**src/rtl/dnn_pkg.sv**
```systemverilog
// Shared definitions for the post-DNN keyword decision path.
package dnn_pkg;

  localparam int unsigned DEF_SCORE_W   = 11;
  localparam int unsigned DEF_NUM_CLASS = 8;
  localparam int unsigned FILLER_CLASS  = 0;

  // Width of a class index; never narrower than one bit.
  function automatic int unsigned cls_w(input int unsigned n);
    return (n > 1) ? $clog2(n) : 1;
  endfunction

  typedef enum logic [1:0] {
    IDLE    = 2'd0,
    DETECT  = 2'd1,
    HOLD_ST = 2'd2
  } decide_state_e;

endpackage

```
**src/rtl/dnn_frame_argmax.sv**
```systemverilog
// Per-frame argmax over the serial class scores.
// DNN_DECIDE_SCORE_GATE_EN: frames whose max is below MIN_SCORE commit as the
// filler class, and the frame max is exported on best_score.
module dnn_frame_argmax
  import dnn_pkg::*;
#(
  parameter int unsigned NUM_CLASS = DEF_NUM_CLASS,
  parameter int unsigned SCORE_W   = DEF_SCORE_W,
`ifdef DNN_DECIDE_SCORE_GATE_EN
  parameter int          MIN_SCORE = 0,
`endif
  localparam int unsigned CLS_W    = cls_w(NUM_CLASS)
) (
  input  logic                      clk,
  input  logic                      reset,
  input  logic signed [SCORE_W-1:0] score_in,
  input  logic                      score_dv,
`ifdef DNN_DECIDE_SCORE_GATE_EN
  output logic signed [SCORE_W-1:0] best_score,
`endif
  output logic [CLS_W-1:0]          frame_class,
  output logic                      frame_valid
);

  localparam logic [CLS_W-1:0] LAST_IDX = CLS_W'(NUM_CLASS - 1);
`ifdef DNN_DECIDE_SCORE_GATE_EN
  localparam logic signed [SCORE_W-1:0] MIN_S = SCORE_W'(MIN_SCORE);
  logic signed [SCORE_W-1:0] best_q, best_d;
`endif

  logic [CLS_W-1:0]          idx_q, idx_d;
  logic [CLS_W-1:0]          arg_q, arg_d;
  logic [CLS_W-1:0]          cls_q, cls_d;
  logic signed [SCORE_W-1:0] max_q, max_d;
  logic                      fv_q, fv_d;

  logic                      take;
  logic signed [SCORE_W-1:0] cand_max;
  logic [CLS_W-1:0]          cand_arg;
  logic [CLS_W-1:0]          commit_cls;

  // Running max including the current score; ties keep the lower index.
  always_comb begin
    take       = (idx_q == '0) || (score_in > max_q);
    cand_max   = take ? score_in : max_q;
    cand_arg   = take ? idx_q : arg_q;
    commit_cls = cand_arg;
`ifdef DNN_DECIDE_SCORE_GATE_EN
    if (cand_max < MIN_S) commit_cls = CLS_W'(FILLER_CLASS);
`endif
  end

  // Accept a score, advance the index and close the frame on the last class.
  always_comb begin
    idx_d = idx_q;
    arg_d = arg_q;
    max_d = max_q;
    cls_d = cls_q;
    fv_d  = 1'b0;
`ifdef DNN_DECIDE_SCORE_GATE_EN
    best_d = best_q;
`endif
    if (score_dv) begin
      arg_d = cand_arg;
      max_d = cand_max;
      if (idx_q == LAST_IDX) begin
        idx_d = '0;
        cls_d = commit_cls;
        fv_d  = 1'b1;
`ifdef DNN_DECIDE_SCORE_GATE_EN
        best_d = cand_max;
`endif
      end else begin
        idx_d = idx_q + CLS_W'(1);
      end
    end
  end

  // State registers; reset drops any partial frame.
  always_ff @(posedge clk or negedge reset) begin
    if (!reset) begin
      idx_q <= '0;
      arg_q <= '0;
      max_q <= '0;
      cls_q <= '0;
      fv_q  <= 1'b0;
`ifdef DNN_DECIDE_SCORE_GATE_EN
      best_q <= '0;
`endif
    end else begin
      idx_q <= idx_d;
      arg_q <= arg_d;
      max_q <= max_d;
      cls_q <= cls_d;
      fv_q  <= fv_d;
`ifdef DNN_DECIDE_SCORE_GATE_EN
      best_q <= best_d;
`endif
    end
  end

  assign frame_class = cls_q;
  assign frame_valid = fv_q;
`ifdef DNN_DECIDE_SCORE_GATE_EN
  assign best_score  = best_q;
`endif

endmodule

```
**src/rtl/dnn_word_decider.sv**
```systemverilog
// Keyword decision stage: frame argmax, sliding-window vote, refractory hold.
// DNN_DECIDE_SCORE_GATE_EN enables the MIN_SCORE gate and the best_score port.
module dnn_word_decider
  import dnn_pkg::*;
#(
  parameter int unsigned NUM_CLASS = DEF_NUM_CLASS,
  parameter int unsigned SCORE_W   = DEF_SCORE_W,
  parameter int unsigned WIN       = 16,
  parameter int unsigned THRESH    = 10,
  parameter int unsigned HOLD      = 20,
`ifdef DNN_DECIDE_SCORE_GATE_EN
  parameter int          MIN_SCORE = 0,
`endif
  localparam int unsigned CLS_W    = cls_w(NUM_CLASS)
) (
  input  logic                      clk,
  input  logic                      reset,
  input  logic signed [SCORE_W-1:0] score_in,
  input  logic                      score_dv,
  output logic [CLS_W-1:0]          frame_class,
  output logic                      frame_valid,
  output logic [CLS_W-1:0]          word_id,
  output logic                      word_valid,
`ifdef DNN_DECIDE_SCORE_GATE_EN
  output logic signed [SCORE_W-1:0] best_score,
`endif
  output logic                      hold_busy
);

  localparam int unsigned CNT_W  = $clog2(WIN + 1);
  localparam int unsigned HOLD_W = $clog2(HOLD + 1);

  logic [CLS_W-1:0]  hist_q [WIN];
  logic [CLS_W-1:0]  hist_d [WIN];
  logic [CNT_W-1:0]  cnt_q  [NUM_CLASS];
  logic [CNT_W-1:0]  cnt_d  [NUM_CLASS];
  logic [CNT_W-1:0]  cnt_upd[NUM_CLASS];
  decide_state_e     state_q, state_d;
  logic [HOLD_W-1:0] hold_q, hold_d;
  logic [CLS_W-1:0]  word_id_q, word_id_d;
  logic              word_valid_q, word_valid_d;
  logic              hold_busy_q, hold_busy_d;
  logic [CLS_W-1:0]  new_cls, old_cls;

  dnn_frame_argmax #(
    .NUM_CLASS (NUM_CLASS),
`ifdef DNN_DECIDE_SCORE_GATE_EN
    .MIN_SCORE (MIN_SCORE),
`endif
    .SCORE_W   (SCORE_W)
  ) u_argmax (
    .clk         (clk),
    .reset       (reset),
    .score_in    (score_in),
    .score_dv    (score_dv),
`ifdef DNN_DECIDE_SCORE_GATE_EN
    .best_score  (best_score),
`endif
    .frame_class (frame_class),
    .frame_valid (frame_valid)
  );

  // Window counters after pushing the committed class and evicting the oldest.
  always_comb begin
    new_cls = frame_class;
    old_cls = hist_q[WIN-1];
    for (int unsigned c = 0; c < NUM_CLASS; c++) begin
      cnt_upd[c] = cnt_q[c];
      if (new_cls != old_cls) begin
        if (new_cls == CLS_W'(c))      cnt_upd[c] = cnt_q[c] + CNT_W'(1);
        else if (old_cls == CLS_W'(c)) cnt_upd[c] = cnt_q[c] - CNT_W'(1);
      end
    end
  end

  // History shift and detect/hold FSM, both advancing once per committed frame.
  always_comb begin
    hist_d       = hist_q;
    cnt_d        = cnt_q;
    state_d      = state_q;
    hold_d       = hold_q;
    word_id_d    = word_id_q;
    word_valid_d = 1'b0;
    hold_busy_d  = hold_busy_q;

    if (frame_valid) begin
      for (int unsigned i = WIN - 1; i > 0; i--) hist_d[i] = hist_q[i-1];
      hist_d[0] = new_cls;
      cnt_d     = cnt_upd;
    end

    case (state_q)
      IDLE: begin
        if (frame_valid && (new_cls != CLS_W'(FILLER_CLASS)) &&
            (cnt_upd[new_cls] >= CNT_W'(THRESH))) begin
          word_valid_d = 1'b1;
          word_id_d    = new_cls;
          hold_d       = HOLD_W'(HOLD);
          hold_busy_d  = 1'b1;
          state_d      = DETECT;
        end
      end
      DETECT: state_d = HOLD_ST;
      HOLD_ST: begin
        if (frame_valid) begin
          if (hold_q <= HOLD_W'(1)) begin
            hold_d      = '0;
            hold_busy_d = 1'b0;
            state_d     = IDLE;
          end else begin
            hold_d = hold_q - HOLD_W'(1);
          end
        end
      end
      default: state_d = IDLE;
    endcase
  end

  // Decision registers; history resets to a window full of filler.
  always_ff @(posedge clk or negedge reset) begin
    if (!reset) begin
      for (int unsigned i = 0; i < WIN; i++) hist_q[i] <= CLS_W'(FILLER_CLASS);
      for (int unsigned c = 0; c < NUM_CLASS; c++)
        cnt_q[c] <= (c == FILLER_CLASS) ? CNT_W'(WIN) : '0;
      state_q      <= IDLE;
      hold_q       <= '0;
      word_id_q    <= '0;
      word_valid_q <= 1'b0;
      hold_busy_q  <= 1'b0;
    end else begin
      hist_q       <= hist_d;
      cnt_q        <= cnt_d;
      state_q      <= state_d;
      hold_q       <= hold_d;
      word_id_q    <= word_id_d;
      word_valid_q <= word_valid_d;
      hold_busy_q  <= hold_busy_d;
    end
  end

  assign word_id    = word_id_q;
  assign word_valid = word_valid_q;
  assign hold_busy  = hold_busy_q;

endmodule

```
**config.mk**
```make
export PLATFORM = sky130hd
export DESIGN_NAME = dnn_word_decider
export DESIGN_NICKNAME = d
export VERILOG_FILES = /design/src/rtl/dnn_pkg.sv /design/src/rtl/dnn_frame_argmax.sv /design/src/rtl/dnn_word_decider.sv
export SDC_FILE = /design/constraint.sdc
export NUM_CORES = 1
export LEC_CHECK = 0
export CAP_MARGIN = 20
export CORE_MARGIN = 1.5
export CORE_UTILIZATION = 45
export CTS_CLUSTER_DIAMETER = 120
export DETAILED_ROUTE_END_ITERATION = 16
export GPL_TIMING_DRIVEN = 0
export PLACE_DENSITY_LB_ADDON = 0.08
export SLEW_MARGIN = 5
export SYNTH_ARGS = -nofsm -noshare
export SYNTH_HDL_FRONTEND = slang
export SYNTH_SLANG_ARGS = --single-unit
```
**constraint.sdc**
```tcl
create_clock -name clk -period 3.4 [get_ports clk]
set_clock_uncertainty 0.05 [all_clocks]
set_input_delay 0.68 -clock clk [delete_from_list [all_inputs] [get_ports clk]]
set_output_delay 0.68 -clock clk [all_outputs]
set_load 0.01 [all_outputs]
```
==> results of run 1 <==
[final cells by class]
| cell class | count | area share |
|---|---|---|
| Multi-Input combinational cell | 504 | 0.459 |
| Sequential cell | 121 | 0.367 |
| Clock buffer | 17 | 0.0515 |
| Tap cell | 211 | 0.0319 |
| Timing Repair Buffer | 22 | 0.0289 |
| Buffer | 41 | 0.0227 |
| Clock inverter | 15 | 0.0213 |
| Inverter | 41 | 0.0186 |
[cell usage after synthesis (3+ instances only)]
master    number  area share
mux2_2        61       0.096
nor3_1        19       0.013
o211ai_1       8      0.0084
o21a_1         4      0.0042
nand4_1       10      0.0088
nor2_1        46       0.024
xnor2_1       33       0.040
and3_1         4      0.0035
nand3_1       24       0.017
a31oi_1        6      0.0053
o221ai_1       3      0.0037
a41oi_1        3      0.0037
nor2b_1        6      0.0053
clkbuf_1      18      0.0095
dfrtp_1      120        0.42
o31a_1         4      0.0049
xor2_1        26       0.032
ha_1          32       0.056
buf_2         16       0.011
nand3b_1       7      0.0074
buf_1          6      0.0032
nand2b_1      10      0.0088
o21ai_0       39       0.027
o22ai_1        4      0.0035
nand2_1       32       0.017
nor4b_1        5      0.0061
a21oi_1       38       0.027
a21o_1         3      0.0032
and3b_1        5      0.0061
inv_1         41       0.022
or3_1          5      0.0044
mux2i_1       10       0.014
nor4_1         3      0.0026
[per-layer routing]
layer,vias to the layer above,routed length (µm),GRT usage
li1,2603,-,-
met1,2638,7680,0.285
met2,120,7310,0.320
met3,32,630,0.0416
met4,0,413,0.0985
met5,-,0,0
[logic make-up (layout without fill, tap and decap cells)]
kind of cell,count (synthesis),after routing,share of synthesized area
and+or+nand+nor,198,198,0.154
AOI/OAI and AO/OA,138,138,0.125
DFF,121,121,0.424
buffers and inverters,82,136,0.0464
muxes,75,75,0.119
xor gates and xnor gates,59,59,0.0724
adders and majority gates,34,34,0.0589
[power groups by stage]
| stage | clock (µW) | sequential, µW | combinational (µW) |
|---|---|---|---|
| global route | 1930 | 2120 | 2820 |
| floorplan | 0 | 2020 | 1830 |
| finish | 1820 | 2070 | 2550 |
| global placement | 0 | 2070 | 2440 |
| detailed placement | 0 | 2080 | 2490 |
| CTS | 1860 | 2060 | 2520 |
[how the worst max path moves through the flow]
stage	end	slack, ps	cells after the start
after CTS	word_id[1]	30	12
final	u_argmax.max_q[3]	130	12
after global placement	hist_q[44]	-3250	1
after floorplan	u_argmax.max_q[2]	200	11
after detailed placement	u_argmax.max_q[3]	-600	12
after global routing	word_id[1]	3	12
[repair_timing]
item | 4_1_cts | 5_1_grt
gates resized for setup | 5 | 6
endpoints found under the setup margin | 13 | 15
pin swaps | 0 | 1
buffers inserted | 0 | 0
hold buffers | 0 | 0
[sequential cells by signal, summed over array words and instances (netlist names), 2 cells and up]
register              count
state_q                   2
word_id                   3
u_argmax.idx_q            3
old_cls                   3
hist_q                   45
u_argmax.max_q           11
cnt_q                    40
hold_q                    5
u_argmax.arg_q            3
u_argmax.frame_class      3
[stage by stage]
step / instance area, µm² / utilization / TNS (ps) / cells / hold slack (ps)
finish: 8270 / 0.538 / 0 / 972 / 92.8
global route: 8270 / 0.538 / 0 / 972 / 115
CTS: 8260 / 0.537 / 0 / 972 / 103
detailed placement: 7640 / 0.497 / -6390 / 940 / 427
global placement: 7620 / 0.495 / -395550 / 939 / 425
floorplan: 7140 / - / 0 / 707 / 334
==> results.json, run 1 <==
{
  "status": "complete, no violations",
  "clkPwrFrac": 0.283,
  "slew_headroom": 0.543,
  "route.detailed.drc": 0,
  "crit_fanout": 10,
  "power_uw": 6430,
  "cts_made_buffers": 17,
  "grt_usage": 0.209,
  "floorplan.initialDensity": 0.465,
  "cts_tree": "done",
  "rsz0062_at_grt": "false",
  "multi_input_area_um2": 3790,
  "cp-start-kind": "input port",
  "path_buf_inv": 2,
  "drv_slew": 0,
  "switchingPower_uw": 2510,
  "final_cell_mix": "dfrtp_1, mux2_2, nor2_1",
  "gp_congestion": 0.846,
  "p_sw_frac": 0.390,
  "p_int_uw": 3930,
  "avgSynthCellArea_um2": 10.1,
  "drt_iter0_markers": 340,
  "place.detailed.hpwl_mm": 11.0,
  "ir_worst_vdd_mv": 0.441,
  "cp_common_cell": "o21a_1",
  "share_comb_of_total_power": 0.396,
  "cts.sinks": 121,
  "min_period_ps": 3270,
  "end_kind": "register",
  "grt_pass1_vias": 5337,
  "crit_chain": "clkdlybuf4s50_1 > ha_1 > nor2b_1 > o21a_1 > o21a_1 > o21a_1 > o21ai_0 > a21oi_1 > o221a_2 > o21ai_2 > buf_4 > mux2_2",
  "crit_family": "compound AO/OA/AOI/OAI gates",
  "clk_pin_slew_worst_paths_ps": 60,
  "p_leak_uw": 0.00377,
  "fin_crit_sh": 0.960,
  "r2r-end": "word_id[1]",
  "pre_cts_ws_ps": -598,
  "worst-slew-pin-transition_ps": 685,
  "maxCapViolCount": 0,
  "die_w_um": 129,
  "vias_per_cell": 5.55,
  "ys_async_sr_fraction": 1.00,
  "path_class": "input port to register",
  "seqCellArea_um2": 3030,
  "first_pass_iters": 8,
  "cp_data_required_time_ps": 3660,
  "r2r_start": "u_argmax.frame_class[2]",
  "cp-startpoint": "score_in[1]",
  "reg2reg_depth": 12,
  "ys_seq_area_frac": 0.424,
  "ctsRootBufferMaster": "clkbuf_16",
  "fp.dieH_um": 129,
  "synthToLayoutAreaGrowth_pct": 15.8,
  "core_um2": 15400,
  "overflow": 0,
  "portBuffers": 21,
  "finalNetCount": 794,
  "grt_max_degree": 89,
  "worst_hold_path_type": "input port to async pin",
  "htree_levels": 4,
  "p_seq_frac": 0.321,
  "ys_types": 76,
  "synthCells": 707,
  "final-setup-viol-count": 0,
  "fill_cells": 1372,
  "synth-edff-count": 0,
  "ys_ff_latch": 121,
  "power_density_nw_per_um2": 778,
  "final_common_cell": "dfrtp_1",
  "dieArea_um2": 16600,
  "clockBufferDepth": 2,
  "routed_wirelength_mm": 16.0,
  "drive_gt1_frac": 0.179,
  "fmax_mhz": 306,
  "dr_total_vias": 5393,
  "synth_nets": 753,
  "cp.arrival_ps": 3530,
  "synth_ff_type": "dfrtp_1",
  "layout_setup_ws_ps": 134,
  "insertion_delay_ps": 420,
  "rows": 45,
  "syn_area_um2": 7140,
  "antennaDiodeCount": 0,
  "ant_nets": 0,
  "grt_pass1_wl_mm": 26.9,
  "slowest_stage": "clkdlybuf4s50_1",
  "final_hold_viol_count": 0,
  "wl_per_cell_um": 16.5,
  "critPathMaxStageDelay_ps": 430,
  "antenna_found_initial": 0,
  "synth_warnings": 0,
  "io_pins": 23,
  "r2r_setup_slack_ps": 140
}
No activity file was read; power rests on OpenSTA's default activity.
==> run 2, diff against run 1 <==
--- a/config.mk
+++ b/config.mk
@@ -8,11 +8,12 @@
 export CAP_MARGIN = 20
 export CORE_MARGIN = 1.5
 export CORE_UTILIZATION = 45
+export CTS_BUF_LIST = sky130_fd_sc_hd__clkbuf_4
 export CTS_CLUSTER_DIAMETER = 120
 export DETAILED_ROUTE_END_ITERATION = 16
+export DONT_BUFFER_PORTS = 1
 export GPL_TIMING_DRIVEN = 0
 export PLACE_DENSITY_LB_ADDON = 0.08
-export SLEW_MARGIN = 5
 export SYNTH_ARGS = -nofsm -noshare
 export SYNTH_HDL_FRONTEND = slang
 export SYNTH_SLANG_ARGS = --single-unit
==> run 2 against run 1 <==
Against the previous run: the run now ends with hold timing left; critical path depth down 1; combinational power down 5%; wire length is 0.57% lower; via count decreased by 1.3%; hold slack got worse by 100 ps; global-route usage fell by 0.24 points; critical path type is now register to register; largest power group unchanged.
==> results.json, run 2 (synthesis results as in run 1) <==
{
  "status": "complete, but fails checks",
  "failed_checks": "hold timing",
  "io_pins": 23,
  "crit_family": "compound AO/OA/AOI/OAI gates",
  "clockBufferDepth": 2,
  "slowest_stage": "a2111oi_0",
  "drv_slew": 0,
  "route.detailed.drc": 0,
  "grt_usage": 0.206,
  "final_cell_mix": "dfrtp_1, mux2_2, nor2_1",
  "power_density_nw_per_um2": 720,
  "first_pass_iters": 5,
  "r2r_start": "u_argmax.frame_class[2]",
  "post_cts_buffers": 0,
  "reg.largest.list": "hist_q: 45 flops, cnt_q: 40 flops, u_argmax.max_q: 11 flops",
  "largest_reg_flops": 45,
  "final_common_cell": "dfrtp_1",
  "fmax_mhz": 303,
  "htree_levels": 4,
  "fp.dieH_um": 129,
  "portBuffers": 0,
  "drive_gt1_frac": 0.182,
  "place.detailed.hpwl_mm": 11.0,
  "grt_max_degree": 122,
  "fill_cells": 1446,
  "floorplan.initialDensity": 0.465,
  "place_inst": 918,
  "die_w_um": 129,
  "slew_headroom": 0.536,
  "regMostFlops": "hist_q",
  "fin_crit_sh": 0.970,
  "insertion_delay_ps": 560,
  "dieArea_um2": 16600,
  "maxCapViolCount": 0,
  "crit_chain": "clkbuf_4 > buf_2 > buf_4 > nor3_1 > a2111oi_0 > a21oi_1 > and3_1 > o31ai_1 > a211oi_4 > nand2_4 > mux2_1",
  "final-setup-viol-count": 0,
  "drt_iter0_markers": 265,
  "min_period_ps": 3300,
  "ant_nets": 0,
  "critPathMaxStageDelay_ps": 540,
  "final_area_um2": 7760,
  "rows": 45,
  "final_util": 0.505,
  "timing.hold.ws_ps": -10.6,
  "stdcell_count": 952,
  "place_area_um2": 7410,
  "reg2reg_depth": 11,
  "clk_pin_slew_worst_paths_ps": 130,
  "worst_hold_path_type": "input port to async pin",
  "cts_tree": "done",
  "final_hold_viol_count": 9,
  "p_leak_uw": 0.00355,
  "ir_worst_vdd_mv": 0.539,
  "end_kind": "register",
  "r2r-end": "word_id[1]",
  "grt_pass1_vias": 5226,
  "cts.sinks": 121,
  "cp.arrival_ps": 3690,
  "overflow": 0,
  "gp_congestion": 0.865,
  "path_class": "register to register",
  "dr_total_vias": 5323,
  "crit_fanout": 10,
  "synthToLayoutAreaGrowth_pct": 8.65,
  "routed_wirelength_mm": 15.9,
  "antenna_found_initial": 1,
  "cp_data_required_time_ps": 3800,
  "path_buf_inv": 3,
  "finalNetCount": 773,
  "r2r_setup_slack_ps": 100,
  "ctsRootBufferMaster": "clkbuf_4",
  "wl_per_cell_um": 16.7,
  "rsz0062_at_grt": "true",
  "cp-start-kind": "register",
  "worst-slew-pin-transition_ps": 697,
  "grt_pass1_wl_mm": 26.4,
  "core_um2": 15400,
  "vias_per_cell": 5.59,
  "cts_made_buffers": 17
}
==> run 2: metal layers <==
| layer | GRT usage | vias to the layer above | wire, µm |
|---|---|---|---|
| met4 | 0.0826 | 0 | 370 |
| li1 | - | 2549 | - |
| met5 | 0 | - | 0 |
| met3 | 0.0507 | 24 | 760 |
| met2 | 0.325 | 130 | 7370 |
| met1 | 0.273 | 2620 | 7440 |
==> run 2: how the worst max path moves through the flow <==
stage / startpoint / endpoint / slack [ps] / cells after the start
after floorplan: score_in[1] / u_argmax.max_q[2] / 200 / 11
after global placement: u_argmax.frame_class[1] / word_id[1] / -150 / 11
after detailed placement: u_argmax.frame_class[1] / word_id[1] / -160 / 10
after CTS: u_argmax.frame_class[2] / word_id[1] / 50 / 11
after global routing: u_argmax.frame_class[2] / word_id[1] / -50 / 12
final: u_argmax.frame_class[2] / word_id[1] / 100 / 11
==> run 2: power breakdown <==
| group | total (µW) | internal, µW | switching (µW) |
|---|---|---|---|
| registers | 2080 | 1780 | 306 |
| clock network | 1090 | 403 | 686 |
| logic | 2410 | 1020 | 1400 |
==> run 2: final cells by class <==
class                      count  area (µm²)  area share
inverter                      41         154      0.0198
tap                          211         264      0.0340
clock inverter                15         173      0.0223
buffer                        41         188      0.0242
sequential                   121        3030       0.391
clock buffer                  17         128      0.0164
multi-input combinational    504        3790       0.489
antenna                        1        2.50    0.000322
timing repair buffer           1        27.5     0.00355
==> run 2: worst register-to-register path, stage by stage (launching register included) <==
cell and delay, ps:
dfrtp_2 490, clkbuf_4 270, buf_2 270, buf_4 260, nor3_1 80, a2111oi_0 540, a21oi_1 70, and3_1 200
o31ai_1 350, a211oi_4 140, nand2_4 150, mux2_1 330
==> run 2: per-stage QoR <==
stage | setup WS [ps] | setup TNS [ps] | total power (µW)
after floorplan | 204 | 0 | 3850
after global placement | -150 | -1270 | 4390
after detailed placement | -164 | -1750 | 4450
after CTS | 48.6 | 0 | 5600
after global routing | -50.5 | -51.1 | 6000
final | 103 | 0 | 5580
==> run 2: what timing repair did <==
action,in CTS,in global routing
cloned,0,0
hold endpoints to repair,121,0
hold buffers,1,0
gates resized for setup,4,7
setup endpoints to repair,6,15
==> run 3, diff against run 2 <==
--- a/config.mk
+++ b/config.mk
@@ -9,7 +9,7 @@
 export CORE_MARGIN = 1.5
 export CORE_UTILIZATION = 45
 export CTS_BUF_LIST = sky130_fd_sc_hd__clkbuf_4
-export CTS_CLUSTER_DIAMETER = 120
+export CTS_CLUSTER_DIAMETER = 40
 export DETAILED_ROUTE_END_ITERATION = 16
 export DONT_BUFFER_PORTS = 1
 export GPL_TIMING_DRIVEN = 0
==> results of run 3 <==
The final DEF is identical to that of run 2; final timing and power are the same.
